`src/rtl/img_proc_pkg.sv`:
```
// Shared image-pipeline definitions: pixel size, feeder FSM states, checksum width.
`ifndef COLOR_SIZE
`define COLOR_SIZE 8
`endif

package img_proc_pkg;

  localparam int CHECKSUM_WIDTH = 16;

  typedef enum logic [1:0] {
    IDLE,
    READ,
    DRAIN,
    FINISH
  } feeder_state_e;

endpackage

```
`src/rtl/pixel_checksum.sv`:
```
// Running modulo-2^16 sum of every COLOR_SIZE-bit pixel in each valid word.
module pixel_checksum
  import img_proc_pkg::*;
#(
  parameter int DATA_WIDTH = 32
) (
  input  logic                      clk,
  input  logic                      rst_n,
  input  logic                      clr,
  input  logic                      vld,
  input  logic [DATA_WIDTH-1:0]     data,
  output logic [CHECKSUM_WIDTH-1:0] checksum
);

  localparam int NPIX = DATA_WIDTH / `COLOR_SIZE;

  logic [CHECKSUM_WIDTH-1:0] word_sum;

  always_comb begin
    word_sum = '0;
    for (int i = 0; i < NPIX; i++) begin
      word_sum = word_sum + CHECKSUM_WIDTH'(data[i*`COLOR_SIZE +: `COLOR_SIZE]);
    end
  end

  always_ff @(posedge clk or negedge rst_n) begin
    if (!rst_n) begin
      checksum <= '0;
    end else if (clr) begin
      checksum <= '0;
    end else if (vld) begin
      checksum <= checksum + word_sum;
    end
  end

endmodule

```
`src/rtl/pixel_feeder.sv`:
```
// Streams num_words image words from memory to the brightness processor (fixed 2-cycle latency).
// Define PIXEL_FEEDER_CHECKSUM_EN to add the pixel checksum output.
module pixel_feeder
  import img_proc_pkg::*;
#(
  parameter int DATA_WIDTH = 32,
  parameter int ADDR_WIDTH = 16
) (
  input  logic                      clk,
  input  logic                      rst_n,
  input  logic                      start,
  input  logic [ADDR_WIDTH-1:0]     base_addr,
  input  logic [ADDR_WIDTH-1:0]     num_words,
  input  logic                      hold,
  output logic                      mem_rd_en,
  output logic [ADDR_WIDTH-1:0]     mem_addr,
  input  logic [DATA_WIDTH-1:0]     mem_rd_data,
  output logic [DATA_WIDTH-1:0]     data_out,
  output logic                      vld,
  output logic                      last_data,
  output logic                      busy,
  output logic                      done
`ifdef PIXEL_FEEDER_CHECKSUM_EN
  ,
  output logic [CHECKSUM_WIDTH-1:0] checksum
`endif
);

  feeder_state_e state, state_nxt;

  logic [ADDR_WIDTH-1:0] base_q, nwords_q, issued_q;
  logic                  start_ok, rd_en, rd_last;
  logic                  vld_p1, last_p1;

  // Only IDLE accepts a start, so starts during a transfer or in FINISH are dropped.
  assign start_ok = (state == IDLE) && start;
  assign rd_last  = (issued_q == nwords_q - ADDR_WIDTH'(1));

  always_ff @(posedge clk or negedge rst_n) begin
    if (!rst_n) state <= IDLE;
    else        state <= state_nxt;
  end

  always_comb begin
    state_nxt = state;
    rd_en     = 1'b0;
    case (state)
      IDLE:   if (start) state_nxt = (num_words == '0) ? FINISH : READ;
      READ: begin
        rd_en = !hold;
        if (!hold && rd_last) state_nxt = DRAIN;
      end
      DRAIN:  if (vld && last_data) state_nxt = FINISH;
      FINISH: state_nxt = IDLE;
      default: state_nxt = IDLE;
    endcase
  end

  assign mem_rd_en = rd_en;
  assign mem_addr  = rd_en ? base_q + issued_q : '0;

  always_ff @(posedge clk or negedge rst_n) begin
    if (!rst_n) begin
      base_q   <= '0;
      nwords_q <= '0;
      issued_q <= '0;
      busy     <= 1'b0;
      done     <= 1'b0;
    end else begin
      done <= (state == FINISH);
      if (start_ok) begin
        base_q   <= base_addr;
        nwords_q <= num_words;
        issued_q <= '0;
        busy     <= 1'b1;
      end else begin
        if (rd_en)             issued_q <= issued_q + ADDR_WIDTH'(1);
        if (state == FINISH)   busy     <= 1'b0;
      end
    end
  end

  // p1: read issued last cycle, memory data valid now
  always_ff @(posedge clk or negedge rst_n) begin
    if (!rst_n) begin
      vld_p1  <= 1'b0;
      last_p1 <= 1'b0;
    end else begin
      vld_p1  <= rd_en;
      last_p1 <= rd_en && rd_last;
    end
  end

  // output register: data_out is forced to zero whenever vld is low
  always_ff @(posedge clk or negedge rst_n) begin
    if (!rst_n) begin
      vld       <= 1'b0;
      last_data <= 1'b0;
      data_out  <= '0;
    end else begin
      vld       <= vld_p1;
      last_data <= last_p1;
      data_out  <= vld_p1 ? mem_rd_data : '0;
    end
  end

`ifdef PIXEL_FEEDER_CHECKSUM_EN
  pixel_checksum #(
    .DATA_WIDTH(DATA_WIDTH)
  ) u_checksum (
    .clk      (clk),
    .rst_n    (rst_n),
    .clr      (start_ok),
    .vld      (vld),
    .data     (data_out),
    .checksum (checksum)
  );
`endif

endmodule

```
`config.mk`:
```
export PLATFORM = sky130hd
export DESIGN_NAME = pixel_feeder
export DESIGN_NICKNAME = d
export VERILOG_FILES = /design/src/rtl/img_proc_pkg.sv /design/src/rtl/pixel_checksum.sv /design/src/rtl/pixel_feeder.sv
export SDC_FILE = /design/constraint.sdc
export NUM_CORES = 1
export LEC_CHECK = 0
export CAP_MARGIN = 30
export CORE_MARGIN = 1
export CORE_UTILIZATION = 49
export CTS_BUF_LIST = sky130_fd_sc_hd__clkbuf_8 sky130_fd_sc_hd__clkbuf_16
export DETAILED_ROUTE_END_ITERATION = 10
export GPL_TIMING_DRIVEN = 0
export MAX_ROUTING_LAYER = met4
export PLACE_DENSITY = 0.77
export SETUP_SLACK_MARGIN = 0.02
export SLEW_MARGIN = 10
export SYNTH_ARGS = -nofsm -noshare
export SYNTH_HDL_FRONTEND = slang
export SYNTH_HIERARCHICAL = 1
export SYNTH_SLANG_ARGS = --single-unit
```
`constraint.sdc`:
```
create_clock -name clk -period 3.6 [get_ports clk]
set_input_delay 0.72 -clock clk [delete_from_list [all_inputs] [get_ports clk]]
set_output_delay 0.72 -clock clk [all_outputs]
set_load 0.02 [all_outputs]
```
# ---- Word-level counts from Yosys, hierarchy flattened
# Index checks and enable logic that the tools add are counted.
# W data, S select, Z words.
dict set report classes {
  addsub 3
  n_eq_ne 7
  n_mux 12
  reduce_logical 10
}
# op n
set ops {}
lappend ops {{$mux W16} 3}
lappend ops {{$mux W32} 1}
lappend ops {{$add A16 B1 Y16 const B} 1}
lappend ops {{$add A16 B16 Y16} 1}
lappend ops {{$eq A16 B16 Y1} 1}
lappend ops {{$logic_not A16 Y1} 1}
lappend ops {{$sub A16 B1 Y16 const B} 1}
lappend ops {{$mux W2} 4}
lappend ops {{$pmux W2 S4} 1}
lappend ops {{$ne A2 B2 Y1 const B} 3}
lappend ops {{$eq A2 B2 Y1 const B} 2}
lappend ops {{$logic_and A1 B1 Y1} 4}
lappend ops {{$reduce_bool A2 Y1} 2}
lappend ops {{$mux W1} 3}
lappend ops {{$reduce_and A3 Y1} 1}
lappend ops {{$eq A2 B1 Y1 const B} 1}
lappend ops {{$logic_not A2 Y1} 1}
lappend ops {{$logic_not A1 Y1} 1}
dict set report word_totals {
  ff_bits 88
  inputBits 68
  output_inout_bits 53
  elab_cells 43
}

# ---- Longest topological paths before layout
# Gate-level depths: netlist (run 1).
dict set report logic_depth {
  depth_word 5
  ltp_mapped 10
  mapped_depth_nobuf 9
}

# ---- Least setup slack after synthesis (run 1)
# OpenSTA, ideal clock, no wires.
dict set report synth_timing {
  path_type {register -> output}
  start {reg issued_q[6]}
  end {out mem_addr[13]}
  arrival_time_ns 2.387
  path_slack_ns 0.493
  stages_incl_launch_ff 9
  path_buffers 0
  cell_sequence {dfrtp_1 > ha_1 > a21o_1 > or3_1 > o32ai_1 > o22ai_1 > o41ai_2 > xor2_1 > nor2_1}
}
dict set report synth_between {
  elab_chain_len 2
}
# item line
set synth_lines {}
lappend synth_lines {{start: declaration} pixel_feeder.sv:31} ;# logic [ADDR_WIDTH-1:0] base_q, nwords_q, issued_q;
lappend synth_lines {{start signal: assignment} pixel_feeder.sv:77} ;# if (rd_en) issued_q <= issued_q + ADDR_WIDTH'(1);
lappend synth_lines {{$add A16 B16 Y16} pixel_feeder.sv:60} ;# assign mem_addr = rd_en ? base_q + issued_q : '0;
lappend synth_lines {{$mux W16} pixel_feeder.sv:60}
lappend synth_lines {{end: declaration} pixel_feeder.sv:16} ;# output logic [ADDR_WIDTH-1:0] mem_addr,
# No other way between the ends.

# ---- Final worst setup path (run 1)
dict set report layout_timing {
  start {reg base_q[6]}
  end {out mem_addr[13]}
}
dict set report layout_between {
  elab_chain_len 2
}
# item line
set layout_lines {}
lappend layout_lines {{start: declaration} pixel_feeder.sv:31}
lappend layout_lines {{start signal: assignment} pixel_feeder.sv:72} ;# base_q <= base_addr;
lappend layout_lines {{$add A16 B16 Y16} pixel_feeder.sv:60}
lappend layout_lines {{$mux W16} pixel_feeder.sv:60}
# No other way between the ends.

==> out/metrics.yaml, run 1 <==
outcome: "completed"
via_count: 3970
hold_ws_ps: 284
crit_top_cell: "buf_4"
wl_per_cell_um: 15.3
final_area_um2: 6400
diodes: 0
crit_path_start_kind: "register"
insertion_delay_ps: 370
grt_max_degree: 59
fp-row-count: 35
synthTopCellsByArea: "dfrtp_1 47%, nand2_1 8.7%, ha_1 5.9%"
critPathMaxFanout: 4
ys_seq_area_share_pct: 47.0
synth-seq-cells: 88
report.final.slew_viol_count: 0
fin_crit_ps: 3500
critPathKind: "register to output port"
numClockSinks: 88
fin_util_pct: 69.3
hpwl_mm: 8.87
seq_area_um2: 2210
grt_overflow: 0
hold_viol: 0
required_ps: 2880
core_area_um2: 9240
cts_root_buffer: "clkbuf_8"
yosysTopAreaCell: "dfrtp_1"
drt_first_pass_iters: 4
yosysWarnings: 6
design.die.area_um2: 9960
die_w_um: 99.8
grtUsageTotal_pct: 25.7
max_freq_ghz: 0.286
syn_area_um2: 4680
antenna_found_initial: 0
postCtsHoldBufs: 0
clk_pin_slew_worst_paths_ps: 80
min_path_type: "primary input to async pin"
cts_max_level: 3
synth_nets: 588
io_pins: 121
skew_ps: 11.3
crit_slowest_cell: "dfrtp_1"
gp_congestion: 0.854
multiInputGateArea_um2: 2440
rsz0062_at_grt: "true"
placed_cells: 747
fillerInstances: 733
drive_above_1_share_pct: 8.74
netlist.area_leader.share_pct: 47.0
p_leak_nw: 2.98
worst_slew_pin_slew_ps: 662
powerDensity_nw_per_um2: 639
netlist_instances: 497
yosysUniqueCellTypes: 52
drv_cap: 0
cts_tree: "yes"
setup_violations: 0
clockBufferDepth: 2
port_buffers: 120
place_area_um2: 6070
first_global_vias: 4017
grt_pass1_wl_mm: 19.1
cp.arrival_ps: 2780
max_slew_margin_pct: 55.9
synth_edf_count: 0
ir_drop_v: 0.000373
end_kind: "output port"
drc: 0
fin_nets: 728
totalWireLength_mm: 11.8
syn_avg_cell_area_um2: 9.43
cts_buffers: 9
finalCritPeriodShare_pct: 97.3
ant_nets: 0
fp.dieH_um: 99.8
initial_utilization_pct: 50.7
synthToLayoutAreaGrowth_pct: 36.7
final_cell_mix: "108 x nand2_1, 108 x clkdlybuf4s50_1, 84 x dfrtp_1"
routed_via_density: 5.16
synth-main-ff-cell: "dfrtp_1"
drtIter0Drc: 199
async_reset_ff_share_pct: 100
stdcell_count: 770
tns_ps: 0
crit_chain: "ha_4 -> a21o_1 -> or3_4 -> o32ai_4 -> o22ai_2 -> o41ai_2 -> buf_4 -> xor2_1 -> nor2_1 -> buf_4"
max_stage_delay_ps: 420
[cell families after synthesis]
group                    Yosys count  share of synthesized area (%)
AND/OR/NAND/NOR                  248                           26.2
flip-flops                        88                           47.0
AO/OA/AOI/OAI                     62                           8.89
XOR/XNOR                          46                           8.60
buffers and inverters             27                           2.35
adder cells (fa/ha/maj)           23                           6.30
multiplexers                       3                          0.668
[metrics by stage]
step / setup slack, ps / total power (W)
2_1_floorplan: 493 / 0.00267
5_1_grt: 0.163 / 0.00439
6_report: 97.6 / 0.00409
3_3_place_gp: -1250 / 0.00324
4_1_cts: -91.2 / 0.00410
3_5_place_dp: -300 / 0.00331
[worst max-delay path: cells and delay by family (launching register included)]
kind,cells,cell delay [ps]
simple gates,2,410
xor+xnor,1,150
buf+inv,2,360
compound gates,4,830
fa+ha+maj,1,270
flops,1,420
[cell usage after synthesis, drive strengths merged (2+ instances only)]
| library cell | instances |
|---|---|
| a2111oi | 2 |
| a211o | 3 |
| a211oi | 4 |
| a21o | 3 |
| a21oi | 13 |
| and2 | 37 |
| and3 | 4 |
| buf | 2 |
| clkbuf | 16 |
| dfrtp | 88 |
| ha | 22 |
| inv | 9 |
| mux2i | 2 |
| nand2 | 108 |
| nand2b | 5 |
| nand3 | 13 |
| nand4 | 6 |
| nor2 | 40 |
| nor2b | 4 |
| nor3 | 8 |
| nor4 | 5 |
| nor4b | 4 |
| o211ai | 3 |
| o21a | 4 |
| o21ai | 15 |
| o21bai | 3 |
| o22ai | 2 |
| o31ai | 3 |
| or2b | 2 |
| or3 | 4 |
| or3b | 2 |
| or4b | 2 |
| xnor2 | 18 |
| xor2 | 28 |
[worst paths after layout]
kind                              from           end  slack [ps]  cells past startpoint
hold / removal                   rst_n   nwords_q[6]         280                      1
max in group asynchronous        rst_n   issued_q[0]        2690                      2
hold reg to reg                last_p1     last_data         360                      0
min in group clk               last_p1     last_data         360                      0
setup reg to reg           nwords_q[0]      state[1]         790                      9
setup / recovery             base_q[6]  mem_addr[13]         100                     10
[layout make-up]
cell class              instances  area share, %
clock buffers                   9           1.93
well taps                     129           2.52
flip-flops and latches         88           34.5
repair buffers                129           19.8
plain buffers                  18           1.19
clock inverters                 6           1.47
multi-input cells             382           38.1
inverters                       9          0.528
[flip-flops by register name (all words and copies together) (netlist names)]
| register | cells |
|---|---|
| base_q | 16 |
| busy | 1 |
| data_out | 32 |
| done | 1 |
| issued_q | 16 |
| last_data | 1 |
| last_p1 | 1 |
| nwords_q | 16 |
| state | 2 |
| vld | 1 |
| vld_p1 | 1 |
[power breakdown]
group	switching, W	internal [W]
Sequential	0.000230	0.00126
Combinational	0.00103	0.000830
Clock	0.000359	0.000393
Total	0.00161	0.00248
[per-layer routing]
metal	vias to the layer above	track usage, %	part of all wire [%]
met2	115	41.4	49
li1	1948	-	-
met1	1889	31.0	42
met4	0	7.13	1.7
met3	18	8.57	6.9
met5	-	-	0
[what timing repair did]
action	CTS	global route
resized for setup	24	16
gates cloned	0	0
setup buffers	4	4
pin swaps	3	4
setup endpoints to repair	11	6
No activity file was read; power rests on OpenSTA's default activity.
==> inputs of run 2 (changes only) <==
CTS_CLUSTER_SIZE = 10   (was not set)
==> results of run 2 <==
No change in the layout: final DEF, timing and power equal those of run 1.
